$ cat src/rtl/keygen_arbiter.sv
// Two-requester round-robin front end for a shared key generator.
// Latency: grant (req_ready) to rsp_valid is 3 cycles plus generator cycles. Backpressure: req_valid is held until req_ready.
// Optional WAIT timeout is enabled with KEYGEN_TIMEOUT_EN.
`timescale 1ns/1ps
module keygen_arbiter #(
    parameter int DATA_WIDTH     = 12,
    parameter int TIMEOUT_CYCLES = 255
) (
    input  logic                    clk,
    input  logic                    rst_n,
    input  logic [1:0]              req_valid,
    input  logic [3:0]              req_instr,
    input  logic [2*DATA_WIDTH-1:0] req_key,
    input  logic [2*DATA_WIDTH-1:0] req_k,
    output logic [1:0]              req_ready,
    output logic [1:0]              rsp_valid,
    output logic [DATA_WIDTH-1:0]   rsp_key,
    output logic                    rsp_err,
    output logic                    gen_rst_n,
    output logic [1:0]              gen_instruction,
    output logic [DATA_WIDTH-1:0]   gen_key_in,
    output logic [DATA_WIDTH-1:0]   gen_k,
    input  logic                    gen_done,
    input  logic [DATA_WIDTH-1:0]   gen_key_out
);

    typedef enum logic [2:0] {IDLE, CLEAR, ISSUE, WAIT, RESP} state_t;

    typedef struct packed {
        logic [1:0]            instr;
        logic [DATA_WIDTH-1:0] key;
        logic [DATA_WIDTH-1:0] k;
    } job_t;

    state_t                r_state;
    state_t                w_state_nxt;
    job_t                  r_job;
    job_t                  w_req_job;
    logic                  r_gnt;
    logic                  r_last;
    logic                  w_gnt;
    logic                  w_timeout;
    logic [1:0]            r_req_ready;
    logic [1:0]            r_rsp_valid;
    logic [DATA_WIDTH-1:0] r_rsp_key;
    logic                  r_rsp_err;
    logic                  r_gen_rst_n;
    job_t                  r_gen;

    // Contention goes to whoever was not served last; a lone requester always wins.
    always_comb begin
        w_gnt = 1'b0;
        if (req_valid == 2'b11) begin
            w_gnt = ~r_last;
        end else begin
            w_gnt = req_valid[1];
        end
    end

    always_comb begin
        w_req_job.instr = w_gnt ? req_instr[3:2] : req_instr[1:0];
        w_req_job.key   = w_gnt ? req_key[2*DATA_WIDTH-1:DATA_WIDTH] : req_key[DATA_WIDTH-1:0];
        w_req_job.k     = w_gnt ? req_k[2*DATA_WIDTH-1:DATA_WIDTH]   : req_k[DATA_WIDTH-1:0];
    end

`ifdef KEYGEN_TIMEOUT_EN
    localparam int CNT_W = (TIMEOUT_CYCLES > 1) ? $clog2(TIMEOUT_CYCLES) : 1;

    logic [CNT_W-1:0] r_wait_cnt;

    always_ff @(posedge clk) begin
        if (!rst_n) begin
            r_wait_cnt <= '0;
        end else if (r_state == WAIT) begin
            r_wait_cnt <= r_wait_cnt + 1'b1;
        end else begin
            r_wait_cnt <= '0;
        end
    end

    // A gen_done arriving on the last allowed cycle still counts as success.
    assign w_timeout = (r_state == WAIT) && !gen_done &&
                       (r_wait_cnt == CNT_W'(TIMEOUT_CYCLES - 1));
`else
    logic w_unused_cfg;
    assign w_unused_cfg = (TIMEOUT_CYCLES > 0);
    assign w_timeout    = 1'b0;
`endif

    always_comb begin
        w_state_nxt = r_state;
        case (r_state)
            IDLE:    if (|req_valid) w_state_nxt = CLEAR;
            CLEAR:   w_state_nxt = ISSUE;
            ISSUE:   w_state_nxt = WAIT;
            WAIT:    if (gen_done || w_timeout) w_state_nxt = RESP;
            RESP:    w_state_nxt = IDLE;
            default: w_state_nxt = IDLE;
        endcase
    end

    // Outputs are registered from the next state so each is valid for the whole cycle of its state.
    always_ff @(posedge clk) begin
        if (!rst_n) begin
            r_state     <= IDLE;
            r_job       <= '0;
            r_gnt       <= 1'b0;
            r_last      <= 1'b1;
            r_req_ready <= 2'b00;
            r_rsp_valid <= 2'b00;
            r_rsp_key   <= '0;
            r_rsp_err   <= 1'b0;
            r_gen_rst_n <= 1'b0;
            r_gen       <= '0;
        end else begin
            r_state     <= w_state_nxt;
            r_req_ready <= 2'b00;
            r_rsp_valid <= 2'b00;
            r_gen_rst_n <= (w_state_nxt != CLEAR);

            if (r_state == IDLE && |req_valid) begin
                r_req_ready <= w_gnt ? 2'b10 : 2'b01;
                r_gnt       <= w_gnt;
                r_last      <= w_gnt;
                r_job       <= w_req_job;
            end

            if (w_state_nxt == ISSUE || w_state_nxt == WAIT) begin
                r_gen <= r_job;
            end else begin
                r_gen <= '0;
            end

            if (r_state == WAIT && w_state_nxt == RESP) begin
                r_rsp_valid <= r_gnt ? 2'b10 : 2'b01;
                r_rsp_key   <= w_timeout ? '0 : gen_key_out;
                r_rsp_err   <= w_timeout;
            end
        end
    end

    assign req_ready       = r_req_ready;
    assign rsp_valid       = r_rsp_valid;
    assign rsp_key         = r_rsp_key;
    assign rsp_err         = r_rsp_err;
    assign gen_rst_n       = r_gen_rst_n;
    assign gen_instruction = r_gen.instr;
    assign gen_key_in      = r_gen.key;
    assign gen_k           = r_gen.k;

endmodule

$ cat config.mk
export PLATFORM = sky130hd
export DESIGN_NAME = keygen_arbiter
export DESIGN_NICKNAME = d
export VERILOG_FILES = /design/src/rtl/keygen_arbiter.sv
export SDC_FILE = /design/constraint.sdc
export NUM_CORES = 1
export LEC_CHECK = 0
export CORE_MARGIN = 8
export CORE_UTILIZATION = 35
export DETAILED_ROUTE_END_ITERATION = 16
export GPL_TIMING_DRIVEN = 0
export HOLD_SLACK_MARGIN = 0.05
export PLACE_DENSITY = 0.78
export SLEW_MARGIN = 20
export SYNTH_ARGS = -nofsm -noshare
export SYNTH_HDL_FRONTEND = slang
export SYNTH_SLANG_ARGS = --single-unit
$ cat constraint.sdc
create_clock -name clk -period 2.6 [get_ports clk]
set_input_delay 0.52 -clock clk [delete_from_list [all_inputs] [get_ports clk]]
set_output_delay 0.52 -clock clk [all_outputs]
set_load 0.1 [all_outputs]
==> results of run 1 <==
-- worst max-delay path by stage --
stage | from | endpoint | cells after the start | slack (ns)
3_5_place_dp | rst_n | gen_key_in[5]$_SDFF_PN0_ | 5 | 0.43
3_3_place_gp | rst_n | gen_key_in[5]$_SDFF_PN0_ | 5 | 0.47
4_1_cts | rsp_key[1]$_SDFFE_PN0P_ | rsp_key[1] | 1 | 0.21
2_1_floorplan | rsp_key[0]$_SDFFE_PN0P_ | rsp_key[0] | 0 | 1.16
6_report | rsp_key[1]$_SDFFE_PN0P_ | rsp_key[1] | 1 | 0.25
5_1_grt | rsp_key[2]$_SDFFE_PN0P_ | rsp_key[2] | 1 | 0.19
-- cells by family after synthesis --
family | after synthesis | synth area share [%]
AND/OR/NAND/NOR | 68 | 14.2
buffers and inverters | 16 | 4.51
multiplexers | 26 | 10.1
AO/OA/AOI/OAI | 42 | 13.7
flip-flops | 74 | 57.4
other | 1 | 0.145
-- power by group through the flow --
stage	Combinational, mW	Sequential [mW]	Clock (mW)
final	0.693	1.29	0.972
after global routing	0.740	1.30	1.05
after CTS	0.704	1.29	1.00
after detailed placement	0.701	1.32	0
after global placement	0.693	1.31	0
after floorplan	0.222	1.55	0
-- through the flow --
stage / cell area (sq um) / hold WS [ns] / power (mW)
after CTS: 4040 / 0.458 / 2.99
after global placement: 3820 / 0.436 / 2.00
after detailed placement: 3820 / 0.439 / 2.02
after global routing: 4040 / 0.474 / 3.09
final: 4040 / 0.459 / 2.95
after floorplan: 2580 / 0.406 / 1.77
-- synth_stat cells (all sizes together), types with 2 or more instances --
cell	n	area, sq um
and3	2	12.5
mux2i	26	260
nor2	4	15.0
a21boi	13	97.6
dfxtp	74	1480
o2bb2ai	27	236
buf	11	97.6
nand2	28	105
clkbuf	4	15.0
and2	27	169
-- sequential cells by signal (all words and copies together) (netlist names) --
register / count
r_last: 1
rsp_valid: 2
r_job: 26
r_state: 3
rsp_key: 12
r_gnt: 1
req_ready: 2
gen_rst_n: 1
gen_instruction: 2
gen_k: 12
gen_key_in: 12
-- metal layers --
metal	wire length, um	track usage, %	vias up
met1	2700	14.3	930
met3	671	5.18	10
met5	0	0	-
li1	-	-	1027
met2	3110	21.5	75
met4	84	5.76	0
-- area by class of cell --
type	count	area [sq um]	area share, %
buffer	15	113	2.79
clock inverter	7	101	2.51
clock buffer	9	124	3.07
timing repair buffer	111	1110	27.5
multi-input combinational	137	983	24.3
sequential	74	1480	36.7
tap	99	124	3.07
inverter	1	3.75	0.0929
==> impl_metrics.yaml, run 1 <==
finish:
  layout_commonest_cell: "clkdlybuf4s50_1"
  antenna_cells: 0
  final_cell_mix: "111 x clkdlybuf4s50_1, 74 x dfxtp_1, 28 x nand2_1, 27 x and2_1, 27 x o2bb2ai_1"
  n_fill_cell: 659
  nets: 418
  drive_gt1_share_pct: 7.91
  area_growth_pct: 56.6
  final_util_pct: 56.0
  fin_cells: 453
clock_tree:
  cts_resized: 0
  cts_buffers: 9
  clock_path_buffers: 2
  cts-root-buf: "clkbuf_8"
  tritoncts: "built"
  clk_pin_slew_ns: 0.08
  cts.sinks: 74
  cts.htree.levels: 3
  cts_setup_buffers: 0
  cts.hold.buffers_added: 0
  clock_latency_ns: 0.33
yosys:
  synth-seq-area-share_pct: 57.4
  synth.distinct_cells: 24
  synth.avg_cell_area_sq_um: 11.4
  ys.flop_type: "dfxtp_1"
  synth-async-reset-ratio_pct: 0
  yosys_warnings: 0
  synth_cells: 227
  ys_ff_latch: 74
  synthesis.area_sq_um: 2580
  syn-num-nets: 296
  synth_edf_count: 0
timing:
  worstMarginPinSlew_ns: 1.01
  fin_crit_sh_pct: 90.6
  setup_tns_ns: 0
  fmax_mhz: 425
  slew_headroom_pct: 32.7
  rsz0062_at_grt: "no"
  fin_crit_ns: 2.35
  fin_worst_skew_ns: 0.00727
  finalHoldViolations: 0
  slew_violations: 0
  fin_ws_ns: 0.245
  finalSetupViolCount: 0
worst_setup_path:
  crit_path_start_kind: "flop"
  regToRegSetupSlack_ns: 1.22
  cp_slowest_stage_delay_ns: 1.15
  cp.arrival_ns: 1.83
  required_ns: 2.08
  cp-end-kind: "output pin"
  cp_num_buf_inv: 1
  reg2reg_depth: 4
  worstPathCellList: "clkdlybuf4s50_1"
  cp_max_fo: 2
  r2r-end: "r_job[11]$_SDFFE_PN0P_"
  cp_slowest_cell: "clkdlybuf4s50_1"
  cp_top_family: "buffers and inverters"
  r2r_start: "r_state[1]$_SDFF_PN0_"
  crit_type: "reg -> out"
pwr:
  clkPwrFrac_pct: 32.9
  seq_power_share_pct: 43.7
  powerDensity_nw_per_um2: 731
  pwr-share-comb_pct: 23.5
  p_leak_nw: 1.52
  intPower_mw: 2.05
  p_switching_uw: 905
  vdd.ir_drop.worst_mv: 0.349
  swShare_pct: 30.6
global_routing:
  grt_pass1_vias: 2157
  grt_pass1_wl_mm: 10.4
  antenna_found_initial: 0
  grt_overflow: 0
  grt_max_degree: 15
  globalRouteTotalUtil_pct: 13.0
placed_design:
  dpl_worst_slack_ns: 0.427
  dp_cells: 437
  gp_congestion: 0.735
  port_buffers: 111
  dp_hpwl_mm: 5.12
floorplan:
  rows: 31
  boundaryPins: 113
  die_w_um: 102
  die_area_sq_um: 10400
  start_util_pct: 35.8
  design.core.area_sq_um: 7210
  die_h_um: 102
routing:
  via_per_inst: 4.51
  vias: 2042
  drt-total-wl_mm: 6.57
  remaining_drc_errors: 0
  drt-initial-drc-count: 30
  antenna_left: 0
  firstDrtPassIters: 4
  wl_per_cell_um: 14.5
outcome:
  status: "completed"
hold_path:
  min_to: "r_job[20]$_SDFFE_PN0P_"
  hold_path_depth: 1
  hp-class: "reg -> reg"
  min_from: "r_job[20]$_SDFFE_PN0P_"
run:
  drv_cap: 0
Power figures use the tool's default switching activity.
==> run 2, diff against run 1 <==
--- a/config.mk
+++ b/config.mk
@@ -8,4 +8,5 @@
 export CORE_MARGIN = 8
 export CORE_UTILIZATION = 35
+export CTS_CLUSTER_DIAMETER = 40
 export DETAILED_ROUTE_END_ITERATION = 16
 export GPL_TIMING_DRIVEN = 0
==> constraint.sdc (replaced) <==
create_clock -name clk -period 2.6 [get_ports clk]
set_input_delay 0.78 -clock clk [delete_from_list [all_inputs] [get_ports clk]]
set_output_delay 0.78 -clock clk [all_outputs]
set_load 0.1 [all_outputs]
==> run 2 against run 1 <==
Against the previous run: sequential cell count stayed put; via count decreased by 0.15%; cell count stayed put; first-iteration DRC count decreased by 13%; clock skew about the same; hold slack is essentially flat; clock-buffer cell count is the same; routed wire length rose by 0.93%; clock power about the same; sequential share of layout area shrank 0.057 points; critical endpoint is now gen_k[11].
==> impl_metrics.yaml, run 2 (synthesis gave the netlist of run 1 again) <==
outcome:
  status: "completed"
worst_setup_path:
  cp.arrival_ns: 1.78
  cp_max_fo: 1
  r2r_start: "r_state[1]$_SDFF_PN0_"
  r2r-end: "r_job[11]$_SDFFE_PN0P_"
  cp_num_buf_inv: 1
  regToRegSetupSlack_ns: 1.21
  cp_slowest_cell: "clkdlybuf4s50_1"
  crit_path_start_kind: "flop"
  required_ns: 1.82
  cp_top_family: "buffers and inverters"
  worstPathCellList: "clkdlybuf4s50_1"
  crit_type: "reg -> out"
  cp_slowest_stage_delay_ns: 1.13
  reg2reg_depth: 4
  cp-end-kind: "output pin"
timing:
  slew_headroom_pct: 33.8
  rsz0062_at_grt: "no"
  finalHoldViolations: 0
  slew_violations: 0
  fin_crit_sh_pct: 98.4
  fmax_mhz: 391
  fin_worst_skew_ns: 0.00720
  fin_crit_ns: 2.56
  worstMarginPinSlew_ns: 0.992
  fin_ws_ns: 0.0419
  setup_tns_ns: 0
  finalSetupViolCount: 0
clock_tree:
  clk_pin_slew_ns: 0.08
  tritoncts: "built"
  clock_latency_ns: 0.34
  cts.htree.levels: 3
  clock_path_buffers: 2
  cts.sinks: 74
  cts_setup_buffers: 0
  cts.hold.buffers_added: 0
  cts-root-buf: "clkbuf_8"
  cts_buffers: 9
pwr:
  vdd.ir_drop.worst_mv: 0.346
  powerDensity_nw_per_um2: 727
  p_leak_nw: 1.87
global_routing:
  grt_max_degree: 15
  grt_overflow: 0
  grt_pass1_vias: 2147
  antenna_found_initial: 0
  globalRouteTotalUtil_pct: 12.9
  grt_pass1_wl_mm: 10.4
finish:
  final_util_pct: 56.1
  largest_reg_flops: 26
  top_register: "r_job"
  antenna_cells: 0
  nets: 418
  drive_gt1_share_pct: 7.91
  design_area_sq_um: 4050
  n_fill_cell: 662
  final_cell_mix: "74 x dfxtp_1, 74 x clkdlybuf4s50_1, 28 x nand2_1, 27 x and2_1, 27 x o2bb2ai_1"
  area_growth_pct: 56.8
floorplan:
  rows: 31
  die_w_um: 102
  die_h_um: 102
  die_area_sq_um: 10400
  start_util_pct: 35.8
  design.core.area_sq_um: 7210
  boundaryPins: 113
placed_design:
  dpl_worst_slack_ns: 0.167
  dpl_cell_area_sq_um: 3820
  port_buffers: 111
  gp_congestion: 0.735
  dp_hpwl_mm: 5.12
hold_path:
  min_to: "r_job[20]$_SDFFE_PN0P_"
  min_from: "r_job[20]$_SDFFE_PN0P_"
  hold_path_depth: 1
  hp-class: "reg -> reg"
routing:
  wl_per_cell_um: 14.6
  via_per_inst: 4.50
  antenna_left: 0
  drt-total-wl_mm: 6.63
  remaining_drc_errors: 0
  firstDrtPassIters: 4
  drt-initial-drc-count: 26
  vias: 2039
run:
  drv_cap: 0
## run 2: layer usage
| metal | wire length [um] | vias to the layer above | part of all wire (%) | GRT usage (%) |
|---|---|---|---|---|
| met2 | 3190 | 73 | 48 | 21.5 |
| met3 | 641 | 10 | 9.7 | 5.04 |
| met1 | 2710 | 928 | 41 | 14.3 |
| met4 | 84 | 0 | 1.3 | 5.76 |
| li1 | - | 1028 | - | - |
| met5 | 0 | - | 0 | 0 |
## run 2: through the flow
step                      cells  power [mW]  hold slack, ns
after floorplan             227        1.77           0.406
after global placement      437        2.00           0.436
after detailed placement    437        2.02           0.439
after CTS                   453        2.98           0.458
after global routing        453        3.08           0.474
final                       453        2.94           0.459
## run 2: layout make-up
class / count / area [sq um] / area share, %
Buffer: 15 / 113 / 2.78
Clock buffer: 9 / 124 / 3.06
Clock inverter: 7 / 101 / 2.50
Inverter: 1 / 3.75 / 0.0927
Multi-Input combinational cell: 137 / 983 / 24.3
Sequential cell: 74 / 1480 / 36.6
Tap cell: 99 / 124 / 3.06
Timing Repair Buffer: 111 / 1120 / 27.6
## run 2: repair_timing
| action | in CTS | in global routing |
|---|---|---|
| hold endpoints to repair | 0 | 0 |
| resized for setup | 23 | 14 |
| endpoints found under the setup margin | 23 | 14 |
## run 2: how the worst max path moves through the flow
stage / from / endpoint / slack, ns / depth (start not counted)
after floorplan: rsp_key[0]$_SDFFE_PN0P_ / rsp_key[0] / 0.90 / 0
after global placement: rst_n / gen_key_in[5]$_SDFF_PN0_ / 0.21 / 5
after detailed placement: rst_n / gen_key_in[5]$_SDFF_PN0_ / 0.17 / 5
after CTS: gen_key_in[1]$_SDFF_PN0_ / gen_key_in[1] / 0.002 / 1
after global routing: gen_k[4]$_SDFF_PN0_ / gen_k[4] / 0.0005 / 1
final: gen_k[11]$_SDFF_PN0_ / gen_k[11] / 0.04 / 1
## run 2: power breakdown
group	total (mW)	internal, mW	switching, mW	leakage [nW]
Combinational	0.682	0.252	0.430	1.17
Clock	0.972	0.546	0.426	0.106
Sequential	1.29	1.24	0.0484	0.603
Total	2.94	2.04	0.905	1.87
